===== src/rtl/hazard_unit_if.sv =====
// ---------------------------------------------------------------------------
// hazard_unit_if
// Bundles the pipeline-status inputs and the latch-control/status outputs of
// the hazard unit so the core and the hazard unit connect through one port.
//
// Signals (direction as seen by the hazard unit):
//   ihit, dhit            in   cache handshakes for this cycle
//   mem_dREN, mem_dWEN    in   MEM-stage load / store
//   mem_br_taken          in   branch/jump resolved taken in MEM
//   ex_MemRead, ex_rt     in   EX-stage load and its destination register
//   id_rs, id_rt          in   ID-stage source registers
//   wb_halt               in   halt instruction reached WB
//   pc_en, *_en, *_flush  out  PC enable and pipeline latch enables/bubbles
//   halt                  out  sticky halt
//   stall_cycles          out  saturating count of PC-frozen cycles
//   flush_count           out  saturating count of taken-branch flushes
//   dmiss_timeout         out  sticky D-miss watchdog flag
//
// Modports: master is the pipeline side that reports status and consumes the
// controls; slave is the hazard unit itself.
// ---------------------------------------------------------------------------
interface hazard_unit_if #(
   parameter int CNT_W = 16
);
   logic             ihit;
   logic             dhit;
   logic             mem_dREN;
   logic             mem_dWEN;
   logic             mem_br_taken;
   logic             ex_MemRead;
   logic [4:0]       ex_rt;
   logic [4:0]       id_rs;
   logic [4:0]       id_rt;
   logic             wb_halt;

   logic             pc_en;
   logic             ifid_en;
   logic             ifid_flush;
   logic             idex_en;
   logic             idex_flush;
   logic             exmem_en;
   logic             exmem_flush;
   logic             memwb_en;
   logic             memwb_flush;
   logic             halt;
   logic [CNT_W-1:0] stall_cycles;
   logic [CNT_W-1:0] flush_count;
   logic             dmiss_timeout;

   modport master (
      output ihit, dhit, mem_dREN, mem_dWEN, mem_br_taken,
             ex_MemRead, ex_rt, id_rs, id_rt, wb_halt,
      input  pc_en, ifid_en, ifid_flush, idex_en, idex_flush,
             exmem_en, exmem_flush, memwb_en, memwb_flush,
             halt, stall_cycles, flush_count, dmiss_timeout
   );

   modport slave (
      input  ihit, dhit, mem_dREN, mem_dWEN, mem_br_taken,
             ex_MemRead, ex_rt, id_rs, id_rt, wb_halt,
      output pc_en, ifid_en, ifid_flush, idex_en, idex_flush,
             exmem_en, exmem_flush, memwb_en, memwb_flush,
             halt, stall_cycles, flush_count, dmiss_timeout
   );
endinterface


===== src/rtl/hazard_unit.sv =====
// ---------------------------------------------------------------------------
// hazard_unit
// Pipeline control for the 5-stage MIPS core. Produces the PC enable and the
// IF/ID, ID/EX, EX/MEM, MEM/WB latch enables and bubble inserts, resolving
// (highest priority first) halt, D-cache miss stalls, taken-branch flushes,
// load-use bubbles and I-cache miss bubbles. Also keeps saturating
// stall/flush statistics and a sticky D-miss watchdog.
//
// Parameters:
//   CNT_W    width of stall_cycles / flush_count (saturating)
//   TIMEOUT  consecutive D-miss cycles before dmiss_timeout sets
//
// Ports:
//   CLK   clock, rising edge
//   RST   synchronous active-high reset
//   hif   hazard_unit_if.slave (status in, controls/statistics out)
// ---------------------------------------------------------------------------
module hazard_unit #(
   parameter int CNT_W   = 16,
   parameter int TIMEOUT = 64
) (
   input  logic           CLK,
   input  logic           RST,
   hazard_unit_if.slave   hif
);

   localparam int MISS_W = $clog2(TIMEOUT + 1);

   typedef enum logic [1:0] {RUN, DSTALL, HALTED} state_t;

   state_t             state_q, state_d;
   logic               halt_q, halt_d;
   logic [CNT_W-1:0]   stall_cycles_q, stall_cycles_d;
   logic [CNT_W-1:0]   flush_count_q, flush_count_d;
   logic [MISS_W-1:0]  miss_cnt_q, miss_cnt_d;
   logic               dmiss_timeout_q, dmiss_timeout_d;

   logic dstall;
   logic lu;
   logic pc_en_c, ifid_en_c, ifid_flush_c, idex_en_c, idex_flush_c;
   logic exmem_en_c, exmem_flush_c, memwb_en_c, memwb_flush_c;

   // A load and a store in the same MEM slot are one access, so a plain OR.
   assign dstall = (hif.mem_dREN | hif.mem_dWEN) & ~hif.dhit;

   // Register 0 is hard-wired to zero, so a load into it never creates a hazard.
   assign lu = hif.ex_MemRead & (hif.ex_rt != 5'd0) &
               ((hif.ex_rt == hif.id_rs) | (hif.ex_rt == hif.id_rt));

   // Latch controls. A flushed latch keeps its enable high so the bubble is
   // actually loaded. Everything is held off during reset and once halted.
   always_comb begin
      pc_en_c       = 1'b0;
      ifid_en_c     = 1'b0;
      ifid_flush_c  = 1'b0;
      idex_en_c     = 1'b0;
      idex_flush_c  = 1'b0;
      exmem_en_c    = 1'b0;
      exmem_flush_c = 1'b0;
      memwb_en_c    = 1'b0;
      memwb_flush_c = 1'b0;
      if (!RST && state_q != HALTED) begin
         if (dstall) begin
            memwb_en_c    = 1'b1;
            memwb_flush_c = 1'b1;
         end else if (hif.mem_br_taken) begin
            pc_en_c       = 1'b1;
            ifid_en_c     = 1'b1;
            idex_en_c     = 1'b1;
            exmem_en_c    = 1'b1;
            memwb_en_c    = 1'b1;
            ifid_flush_c  = 1'b1;
            idex_flush_c  = 1'b1;
            exmem_flush_c = 1'b1;
         end else if (lu) begin
            idex_en_c     = 1'b1;
            idex_flush_c  = 1'b1;
            exmem_en_c    = 1'b1;
            memwb_en_c    = 1'b1;
         end else if (!hif.ihit) begin
            ifid_en_c     = 1'b1;
            ifid_flush_c  = 1'b1;
            idex_en_c     = 1'b1;
            exmem_en_c    = 1'b1;
            memwb_en_c    = 1'b1;
         end else begin
            pc_en_c       = 1'b1;
            ifid_en_c     = 1'b1;
            idex_en_c     = 1'b1;
            exmem_en_c    = 1'b1;
            memwb_en_c    = 1'b1;
         end
      end
   end

   // Next-state logic. The wb_halt cycle itself still runs with the normal
   // priority above; only the following cycle is HALTED. The miss counter
   // restarts at 1 on entry so it counts the entering cycle too.
   always_comb begin
      state_d         = state_q;
      halt_d          = halt_q;
      stall_cycles_d  = stall_cycles_q;
      flush_count_d   = flush_count_q;
      miss_cnt_d      = miss_cnt_q;
      dmiss_timeout_d = dmiss_timeout_q;
      if (state_q != HALTED) begin
         if (hif.wb_halt) begin
            state_d = HALTED;
            halt_d  = 1'b1;
         end else if (dstall) begin
            state_d = DSTALL;
         end else begin
            state_d = RUN;
         end

         if (dstall) begin
            if (state_q == RUN) begin
               miss_cnt_d = MISS_W'(1);
            end else if (miss_cnt_q != MISS_W'(TIMEOUT)) begin
               miss_cnt_d = miss_cnt_q + MISS_W'(1);
            end
            if (miss_cnt_d == MISS_W'(TIMEOUT)) begin
               dmiss_timeout_d = 1'b1;
            end
         end

         if (!pc_en_c && stall_cycles_q != {CNT_W{1'b1}}) begin
            stall_cycles_d = stall_cycles_q + CNT_W'(1);
         end

         if (!dstall && hif.mem_br_taken && flush_count_q != {CNT_W{1'b1}}) begin
            flush_count_d = flush_count_q + CNT_W'(1);
         end
      end
   end

   // All state, including the FSM and its registered status outputs.
   always_ff @(posedge CLK) begin
      if (RST) begin
         state_q         <= RUN;
         halt_q          <= 1'b0;
         stall_cycles_q  <= '0;
         flush_count_q   <= '0;
         miss_cnt_q      <= '0;
         dmiss_timeout_q <= 1'b0;
      end else begin
         state_q         <= state_d;
         halt_q          <= halt_d;
         stall_cycles_q  <= stall_cycles_d;
         flush_count_q   <= flush_count_d;
         miss_cnt_q      <= miss_cnt_d;
         dmiss_timeout_q <= dmiss_timeout_d;
      end
   end

   assign hif.pc_en         = pc_en_c;
   assign hif.ifid_en       = ifid_en_c;
   assign hif.ifid_flush    = ifid_flush_c;
   assign hif.idex_en       = idex_en_c;
   assign hif.idex_flush    = idex_flush_c;
   assign hif.exmem_en      = exmem_en_c;
   assign hif.exmem_flush   = exmem_flush_c;
   assign hif.memwb_en      = memwb_en_c;
   assign hif.memwb_flush   = memwb_flush_c;
   assign hif.halt          = halt_q;
   assign hif.stall_cycles  = stall_cycles_q;
   assign hif.flush_count   = flush_count_q;
   assign hif.dmiss_timeout = dmiss_timeout_q;

endmodule


===== src/flat_wrapper.sv =====
// flat-port wrapper written by rule: the top's interface ports become plain ports
module hazard_unit_flat 
#(
   parameter int CNT_W   = 16,
   parameter int TIMEOUT = 64
)
  (CLK, RST, hif_ihit, hif_dhit, hif_mem_dREN, hif_mem_dWEN, hif_mem_br_taken, hif_ex_MemRead, hif_ex_rt, hif_id_rs, hif_id_rt, hif_wb_halt, hif_pc_en, hif_ifid_en, hif_ifid_flush, hif_idex_en, hif_idex_flush, hif_exmem_en, hif_exmem_flush, hif_memwb_en, hif_memwb_flush, hif_halt, hif_stall_cycles, hif_flush_count, hif_dmiss_timeout);
  hazard_unit_if #(.CNT_W(CNT_W)) hif_i ();
  input  logic CLK;
  input  logic RST;
  input wire logic [$bits(hif_i.ihit)-1:0] hif_ihit;
  input wire logic [$bits(hif_i.dhit)-1:0] hif_dhit;
  input wire logic [$bits(hif_i.mem_dREN)-1:0] hif_mem_dREN;
  input wire logic [$bits(hif_i.mem_dWEN)-1:0] hif_mem_dWEN;
  input wire logic [$bits(hif_i.mem_br_taken)-1:0] hif_mem_br_taken;
  input wire logic [$bits(hif_i.ex_MemRead)-1:0] hif_ex_MemRead;
  input wire logic [$bits(hif_i.ex_rt)-1:0] hif_ex_rt;
  input wire logic [$bits(hif_i.id_rs)-1:0] hif_id_rs;
  input wire logic [$bits(hif_i.id_rt)-1:0] hif_id_rt;
  input wire logic [$bits(hif_i.wb_halt)-1:0] hif_wb_halt;
  output wire logic [$bits(hif_i.pc_en)-1:0] hif_pc_en;
  output wire logic [$bits(hif_i.ifid_en)-1:0] hif_ifid_en;
  output wire logic [$bits(hif_i.ifid_flush)-1:0] hif_ifid_flush;
  output wire logic [$bits(hif_i.idex_en)-1:0] hif_idex_en;
  output wire logic [$bits(hif_i.idex_flush)-1:0] hif_idex_flush;
  output wire logic [$bits(hif_i.exmem_en)-1:0] hif_exmem_en;
  output wire logic [$bits(hif_i.exmem_flush)-1:0] hif_exmem_flush;
  output wire logic [$bits(hif_i.memwb_en)-1:0] hif_memwb_en;
  output wire logic [$bits(hif_i.memwb_flush)-1:0] hif_memwb_flush;
  output wire logic [$bits(hif_i.halt)-1:0] hif_halt;
  output wire logic [$bits(hif_i.stall_cycles)-1:0] hif_stall_cycles;
  output wire logic [$bits(hif_i.flush_count)-1:0] hif_flush_count;
  output wire logic [$bits(hif_i.dmiss_timeout)-1:0] hif_dmiss_timeout;
  assign hif_i.ihit = hif_ihit;
  assign hif_i.dhit = hif_dhit;
  assign hif_i.mem_dREN = hif_mem_dREN;
  assign hif_i.mem_dWEN = hif_mem_dWEN;
  assign hif_i.mem_br_taken = hif_mem_br_taken;
  assign hif_i.ex_MemRead = hif_ex_MemRead;
  assign hif_i.ex_rt = hif_ex_rt;
  assign hif_i.id_rs = hif_id_rs;
  assign hif_i.id_rt = hif_id_rt;
  assign hif_i.wb_halt = hif_wb_halt;
  assign hif_pc_en = hif_i.pc_en;
  assign hif_ifid_en = hif_i.ifid_en;
  assign hif_ifid_flush = hif_i.ifid_flush;
  assign hif_idex_en = hif_i.idex_en;
  assign hif_idex_flush = hif_i.idex_flush;
  assign hif_exmem_en = hif_i.exmem_en;
  assign hif_exmem_flush = hif_i.exmem_flush;
  assign hif_memwb_en = hif_i.memwb_en;
  assign hif_memwb_flush = hif_i.memwb_flush;
  assign hif_halt = hif_i.halt;
  assign hif_stall_cycles = hif_i.stall_cycles;
  assign hif_flush_count = hif_i.flush_count;
  assign hif_dmiss_timeout = hif_i.dmiss_timeout;
  hazard_unit #(.CNT_W(CNT_W), .TIMEOUT(TIMEOUT)) u_core (.CLK(CLK), .RST(RST), .hif(hif_i));
endmodule

===== config.mk =====
export PLATFORM = sky130hd
export DESIGN_NAME = hazard_unit_flat
export DESIGN_NICKNAME = d
export VERILOG_FILES = /design/src/rtl/hazard_unit_if.sv /design/src/rtl/hazard_unit.sv /design/src/flat_wrapper.sv
export SDC_FILE = /design/constraint.sdc
export NUM_CORES = 1
export LEC_CHECK = 0
export ABC_AREA = 1
export CELL_PAD_IN_SITES_DETAIL_PLACEMENT = 1
export CELL_PAD_IN_SITES_GLOBAL_PLACEMENT = 1
export CORE_UTILIZATION = 37
export DETAILED_ROUTE_END_ITERATION = 8
export GPL_ROUTABILITY_DRIVEN = 0
export PLACE_DENSITY_LB_ADDON = 0.08
export SLEW_MARGIN = 15
export SYNTH_ARGS = -nofsm -noshare
export SYNTH_HDL_FRONTEND = slang
export SYNTH_SLANG_ARGS = --single-unit

===== constraint.sdc =====
create_clock -name CLK -period 3.85 [get_ports CLK]
set_input_delay 0.9625 -clock CLK [delete_from_list [all_inputs] [get_ports CLK]]
set_output_delay 0.9625 -clock CLK [all_outputs]
set_load 0.03 [all_outputs]

# --- Yosys cells after proc, flatten, opt, wreduce, memory -nomap -nowiden ---
# Index checks and enable logic that the tools add are counted.
classes:
  n_reduce_logical: 14
  muxes: 32
  n_addsub: 3
  n_eq_ne: 7
  bitwise: 6
ops:
  columns: ["cell", "count"]
  rows:
  - ["16-bit by 1-bit adder with 16-bit output (second input constant)", 2]
  - ["16-bit inequality test (second input constant)", 2]
  - ["7-bit two-way mux", 4]
  - ["1-bit two-way mux", 27]
  - ["5-bit equality test", 2]
  - ["2-bit AND reduction", 4]
  - ["7-bit by 1-bit adder with 7-bit output (second input constant)", 1]
  - ["7-bit equality test (second input constant)", 1]
  - ["7-bit inequality test (second input constant)", 1]
  - ["5-bit nonzero test", 1]
  - ["1-bit logical AND", 4]
  - ["1-bit bitwise AND", 3]
  - ["1-bit logical NOT", 3]
  - ["3-bit AND reduction", 1]
  - ["2-bit logical NOT", 1]
  - ["2-bit two-way mux", 1]
  - ["2-bit inequality test (second input constant)", 1]
  - ["1-bit OR", 2]
  - ["1-bit inverter", 1]
word_totals:
  elab_cells: 68
  regBits: 43
  out_inout_bits: 43

# --- Longest topological paths before layout ---
# Gate-level depths: netlist (run 1).
logic_depth:
  ltp_word: 10
  depth_mapped: 12

# --- Worst setup path after synthesis (run 1) ---
# OpenSTA, ideal clock, no wires.
synth_timing:
  path_kind: "input-to-output"
  from: "input RST"
  to: "output hif_pc_en"
  path_buffers: 2
  path_stages: 7
  arrival_ns: 2.585
  slack_ns: 0.303
  path_cell_list: "clkbuf_1 nor2_1 nand2_1 inv_2 nand3_2 buf_2 inv_1"
synth_between:
  elab_chain_len: 3
synth_rtl:
  columns: ["element", "line", "source"]
  rows:
  - ["from (decl)", "flat_wrapper.sv:10", "input logic RST;"]
  - ["1-bit logical NOT", "hazard_unit.sv:62", "if (!RST && state_q != HALTED) begin"]
  - ["1-bit logical AND", "hazard_unit.sv:62", null]
  - ["1-bit two-way mux", "hazard_unit.sv:62", null]
  - ["to (decl)", "flat_wrapper.sv:21", "output wire logic [$bits(hif_i.pc_en)-1:0] hif_pc_en;"]
# No other way between the ends.

# --- Worst setup path in the final report (run 1) ---
layout_timing:
  from: "input hif_ex_rt[4]"
  to: "output hif_pc_en"
layout_between:
  elab_chain_len: 7
  elab_cells_between_ends: 10
layout_rtl:
  columns: ["element", "line", "source"]
  rows:
  - ["from (decl)", "flat_wrapper.sv:17", "input wire logic [$bits(hif_i.ex_rt)-1:0] hif_ex_rt;"]
  - ["5-bit equality test / 5-bit nonzero test (equally long branches)", "hazard_unit.sv:48, hazard_unit.sv:47", null]
  - ["1-bit OR / 1-bit bitwise AND (equally long branches)", "hazard_unit.sv:48, hazard_unit.sv:47", null]
  - ["1-bit bitwise AND (*)", "hazard_unit.sv:47", "assign lu = hif.ex_MemRead & (hif.ex_rt != 5'd0) &"]
  - ["1-bit two-way mux (*)", "hazard_unit.sv:75", "end else if (lu) begin"]
  - ["1-bit two-way mux (*)", "hazard_unit.sv:66", "end else if (hif.mem_br_taken) begin"]
  - ["1-bit two-way mux (*)", "hazard_unit.sv:63", "if (dstall) begin"]
  - ["1-bit two-way mux (*)", "hazard_unit.sv:62", null]
# Every way passes the cells marked *; elsewhere a longest branch is shown, timed or not.

==> flow_summary.toml, run 1 <==
[timing]
slew_headroom_pct = 62.7
hold_ws_ps = 464
tns_ps = 0
worstMarginPinSlew_ps = 555
finClkSkew_ps = 4.13
finalHoldViolCount = 0
finalCriticalPeriod_ps = 3360
final.period_utilization_pct = 87.3
rsz0062_at_grt = "no"
max_freq_mhz = 298
setup_viol = 0
maxSlewViolCount = 0

[clocking]
root_buffer = "clkbuf_8"
ctsResizeCount = 0
ctsHoldBuffers = 0
clock_latency_ps = 300
path_clk_slew_ps = 90
cts_buffers = 5
post_cts_buffers = 0
cts_tree = "built"
h-tree-depth = 2
cts_sinks = 43
clockBufferDepth = 2

[logic_synthesis]
postSynthCellCount = 404
dominantRegCellSynth = "dfxtp_1"
avgSynthCellArea_um2 = 6.58
synthTopCellsByArea = "dfxtp_1 32%, nand2_1 13%, nand3_1 7.5%, inv_1 6.6%, xor2_1 5.9%"
synth_edf_count = 0
ys_ff_latch = 43
synth_nets = 432
async_flop_share_pct = 0
ys_seq_area_share_pct = 32.4
synth_area_um2 = 2660
synth_common_cells = "95 x nand2_1, 47 x inv_1, 43 x dfxtp_1"
synth_cell_types = 35
synth_warnings = 0
yosysTopAreaCell = "dfxtp_1"
post-synth-top-count-cell = "nand2_1"
synth_top_area_share_pct = 32.4

[critical_path]
cp_num_buf_inv = 4
rr_startpoint = "u_core.hif.flush_count[0]"
path_max_fanout = 4
cp.depth = 11
reg2reg_depth = 10
path_common_cell = "nand2_1"
start_kind = "input pin"
arrival_ps = 2400
required_ps = 2890
worstSetupStartpoint = "hif_ex_rt[4]"
path_cells = "clkdlybuf4s50_1 > inv_1 > nand2_1 > nand2_1 > nor2_1 > nand3_1 > nand2_1 > nand3_1 > nand3_2 > inv_1 > buf_4"
crit_type = "in -> out"
path_delay_family = "buffers and inverters"
end_kind = "primary output"
rrSetupSlack_ps = 1610
cp_slowest_cell = "clkdlybuf4s50_1"
max_stage_delay_ps = 530
reg2reg_to = "u_core.hif.flush_count[9]"
endpoint = "hif_pc_en"

[finish]
layout.nets = 497
syn_to_final_growth_pct = 30.7
multi_input_area_um2 = 1530
instances_no_fill = 566
fill_cells = 944
num_antenna_cells = 0
drive_gt1_share_pct = 10.2
seqCellArea_um2 = 861

[floorplanning]
floorplan.initialDensity_pct = 38.7
die-height_um = 86.8
die_area_um2 = 7530
pin_count = 67
die_w_um = 86.8
core_region_area_um2 = 6870
row_count = 30

[pwr]
power_frac_comb_pct = 19.9
ir_drop_uv = 136
p_seq_share_pct = 48.7
leakage_uw = 0.00139
p_total_uw = 974
p_clk_share_pct = 31.4
switching_power_uw = 311
powerDensity_nw_per_um2 = 280
p_sw_share_pct = 32.0
intPower_uw = 663

[global_routing]
grt_pass1_wl_um = 13100
track_usage_pct = 21.8
overflow = 0
grt_pass1_vias = 2759
antenna_found_initial = 0
grt_start_max_net_pins = 27

[drt]
drt_iter0_drc = 74
drc_errors = 0
via_per_inst = 4.95
final_antenna_net_count = 0
routed_wl_um = 7610
firstDrtPassIters = 4
wl_per_cell_um = 13.4
vias = 2803

[job]
maxCapViolations = 0

[place]
hpwl_um = 5800
place_inst = 558
port_buffers = 66

[worst_hold_path]
hp-class = "reg -> reg"

[outcome]
status = "finished, final reports clean"
-- power groups by stage --
stage,Clock (uW),Combinational [uW],Sequential [uW]
2_1_floorplan,0,109,494
3_3_place_gp,0,191,484
3_5_place_dp,0,195,484
4_1_cts,320,196,474
5_1_grt,337,215,476
6_report,306,194,474
-- logic make-up after synthesis --
group	share of synthesized area [%]
and+or+nand+nor	35.5
buffers and inverters	10.2
AOI/OAI and AO/OA	12.1
DFF	32.4
xor gates and xnor gates	7.91
adders and majority gates	1.88
-- placed cells by master (no fill, tap or decap), types with 12 or more instances in the layout --
cell type / n
nor3_1: 13
nand3_1: 40
xor2_1: 18
clkdlybuf4s50_1: 57
buf_4: 12
dfxtp_1: 43
nand2_1: 95
nand4_1: 13
nor2_1: 41
inv_1: 47
a21oi_1: 25
-- worst register-to-register path, cell delays in order (launching register included) --
cell and delay, ps:
dfxtp_1 410, ha_1 190, nand2_1 130, nor3_4 380
nand4_1 150, nand2_1 320, inv_2 240, nand4_1 160
nand2_1 60, nand2_1 60, nor2_1 50
-- worst min path at each step --
| stage | start | end | depth (start not counted) |
|---|---|---|---|
| detailed placement | u_core.hif.dmiss_timeout | u_core.hif.dmiss_timeout | 2 |
| CTS | u_core.hif.dmiss_timeout | u_core.hif.dmiss_timeout | 2 |
| global route | u_core.hif.dmiss_timeout | u_core.hif.dmiss_timeout | 2 |
| finish | u_core.hif.dmiss_timeout | u_core.hif.dmiss_timeout | 2 |
| global placement | u_core.hif.dmiss_timeout | u_core.hif.dmiss_timeout | 2 |
| floorplan | u_core.miss_cnt_q[6] | u_core.miss_cnt_q[6] | 2 |
-- state kept, by name, summed over array words and instances, names as in the netlist --
register and count:
u_core.hif.flush_count 16, u_core.hif.stall_cycles 16, u_core.miss_cnt_q 7, u_core.state_q 2
u_core.hif.dmiss_timeout 1, u_core.hif.halt 1
-- stage by stage --
step                      worst slack (ps)  area (um^2)  util, %
final                                  491         3470     50.6
after global routing                   331         3470     50.6
after CTS                              484         3470     50.6
after detailed placement               492         3380     49.2
after global placement                 539         3380     49.2
after floorplan                        303         2660        -
-- per-layer routing --
| layer | vias up | track usage [%] | part of all wire (%) | wire length (um) |
|---|---|---|---|---|
| met5 | - | 0 | 0 | 0 |
| met4 | 0 | 6.21 | 1.2 | 89 |
| met3 | 6 | 3.05 | 3.0 | 227 |
| met2 | 46 | 38.5 | 49 | 3740 |
| met1 | 1316 | 27.5 | 47 | 3550 |
| li1 | 1435 | - | - | - |
-- area by class of cell --
class                      count  area share [%]
sequential                    43            24.8
tap                           96            3.46
multi-input combinational    293            43.9
timing repair buffer          69            19.0
clock buffer                   5            1.98
clock inverter                 3           0.684
inverter                      57            6.16
No activity file was read; power rests on OpenSTA's default activity.
==> inputs of run 2 (changes only) <==
- CTS_CLUSTER_SIZE: not set -> 20
==> results of run 2 <==
No change in the layout: final DEF, timing and power equal those of run 1.
==> inputs of run 3 (changes only) <==
- CORE_UTILIZATION: 37 -> 30
==> run 3 against run 2 <==
Effect of this change: sequential share of layout area hardly changed; cell area rose by 0.11%; worst setup slack better by 11 ps; sequential power about the same; global-route usage is 3.7 points lower; non-clock buffer count unchanged; combinational power about the same.
==> flow_summary.toml, run 3 (same netlist as run 1, synthesis figures left out) <==
[drt]
wl_per_cell_um = 13.4
vias = 2795
drc_errors = 0
routed_wl_um = 7720
firstDrtPassIters = 4
final_antenna_net_count = 0
via_per_inst = 4.86
drt_iter0_drc = 61

[critical_path]
start_kind = "input pin"
max_stage_delay_ps = 530
end_kind = "primary output"
cp_slowest_cell = "clkdlybuf4s50_1"
crit_type = "in -> out"
path_common_cell = "nand2_1"
arrival_ps = 2390
path_max_fanout = 4
path_cells = "clkdlybuf4s50_1 > inv_1 > nand2_1 > nand2_1 > nor2_1 > nand3_1 > nand2_1 > nand3_1 > nand3_2 > inv_1 > buf_4"
path_delay_family = "buffers and inverters"
cp_num_buf_inv = 4
rrSetupSlack_ps = 1600
required_ps = 2890

[finish]
syn_to_final_growth_pct = 30.9
num_antenna_cells = 0
drive_gt1_share_pct = 10.0
fill_cells = 1110
layout.nets = 497
most-common-layout-cells = "95 x nand2_1, 57 x clkdlybuf4s50_1, 47 x inv_1"
final_util_pct = 41.5
final_cell_area_um2 = 3480
mostFrequentLayoutCell = "nand2_1"

[floorplanning]
floorplan.initialDensity_pct = 31.7
die_w_um = 96.1
core_region_area_um2 = 8380
pin_count = 67
row_count = 33
die-height_um = 96.1
die_area_um2 = 9240

[timing]
tns_ps = 0
rsz0062_at_grt = "no"
finClkSkew_ps = 14.4
maxSlewViolCount = 0
finalHoldViolCount = 0
fin_ws_ps = 502
max_freq_mhz = 299
worstMarginPinSlew_ps = 555
slew_headroom_pct = 62.8
finalCriticalPeriod_ps = 3350
setup_viol = 0
final.period_utilization_pct = 87.0

[global_routing]
grt_pass1_wl_um = 13000
overflow = 0
track_usage_pct = 18.0
grt_pass1_vias = 2799
antenna_found_initial = 0
grt_start_max_net_pins = 27

[place]
place_ws_ps = 475
placed_cell_area_um2 = 3390
port_buffers = 66
hpwl_um = 5950

[clocking]
cts_buffers = 5
path_clk_slew_ps = 90
ctsHoldBuffers = 0
cts_tree = "built"
post_cts_buffers = 0
ctsResizeCount = 0
h-tree-depth = 2
clockBufferDepth = 2
clock_latency_ps = 310
cts_sinks = 43
root_buffer = "clkbuf_8"

[pwr]
leakage_uw = 0.00139
p_total_uw = 964
ir_drop_uv = 112
powerDensity_nw_per_um2 = 277

[worst_hold_path]
hp-class = "reg -> reg"

[job]
maxCapViolations = 0

[outcome]
status = "finished, final reports clean"
-- run 3: cell types whose count changed in the layout (fill, tap and decap cells not counted), sizes merged --
cell	change
clkbuf	+1
clkinvlp	-1
inv	-1
clkinv	+1
-- run 3: where the power goes --
group	switching, uW	leakage [uW]	internal [uW]	total, uW
Clock	169	0.0000412	127	297
Sequential	17.0	0.000349	458	475
Combinational	118	0.000996	74.7	193
Total	305	0.00139	660	964
-- run 3: tightest hold or removal path: cells and delay by family, from the launching register on --
| kind | cells | cell delay, ps |
|---|---|---|
| compound gates | 1 | 60 |
| buf+inv | 1 | 50 |
| flops | 1 | 320 |
-- run 3: worst paths after layout --
path                                                start                         to  cells after the start
worst max-delay path                         hif_ex_rt[4]                  hif_pc_en                     11
worst min register to register   u_core.hif.dmiss_timeout   u_core.hif.dmiss_timeout                      2
worst max register to register  u_core.hif.flush_count[0]  u_core.hif.flush_count[8]                      8
worst min-delay path             u_core.hif.dmiss_timeout   u_core.hif.dmiss_timeout                      2
-- run 3: layout make-up --
| class | count | area (um^2) | share of cell area [%] |
|---|---|---|---|
| clock inverters | 2 | 12.5 | 0.360 |
| well taps | 105 | 131 | 3.78 |
| clock buffers | 6 | 72.6 | 2.09 |
| repair buffers | 69 | 661 | 19.0 |
| flip-flops and latches | 43 | 861 | 24.7 |
| inverters | 57 | 214 | 6.15 |
| multi-input cells | 293 | 1530 | 43.9 |
-- run 3: per-layer routing --
layer	vias up	part of all wire [%]	routed length [um]	global-route usage [%]
li1	1429	-	-	-
met5	-	0	0	0
met4	0	0.88	68	4.10
met3	6	2.6	203	2.61
met1	1319	48	3670	22.5
met2	41	49	3770	32.4
-- run 3: through the flow --
stage | hold slack, ps | std cells
5_1_grt | 492 | 575
4_1_cts | 471 | 575
3_3_place_gp | 444 | 567
6_report | 469 | 575
3_5_place_dp | 458 | 567
2_1_floorplan | 444 | 404
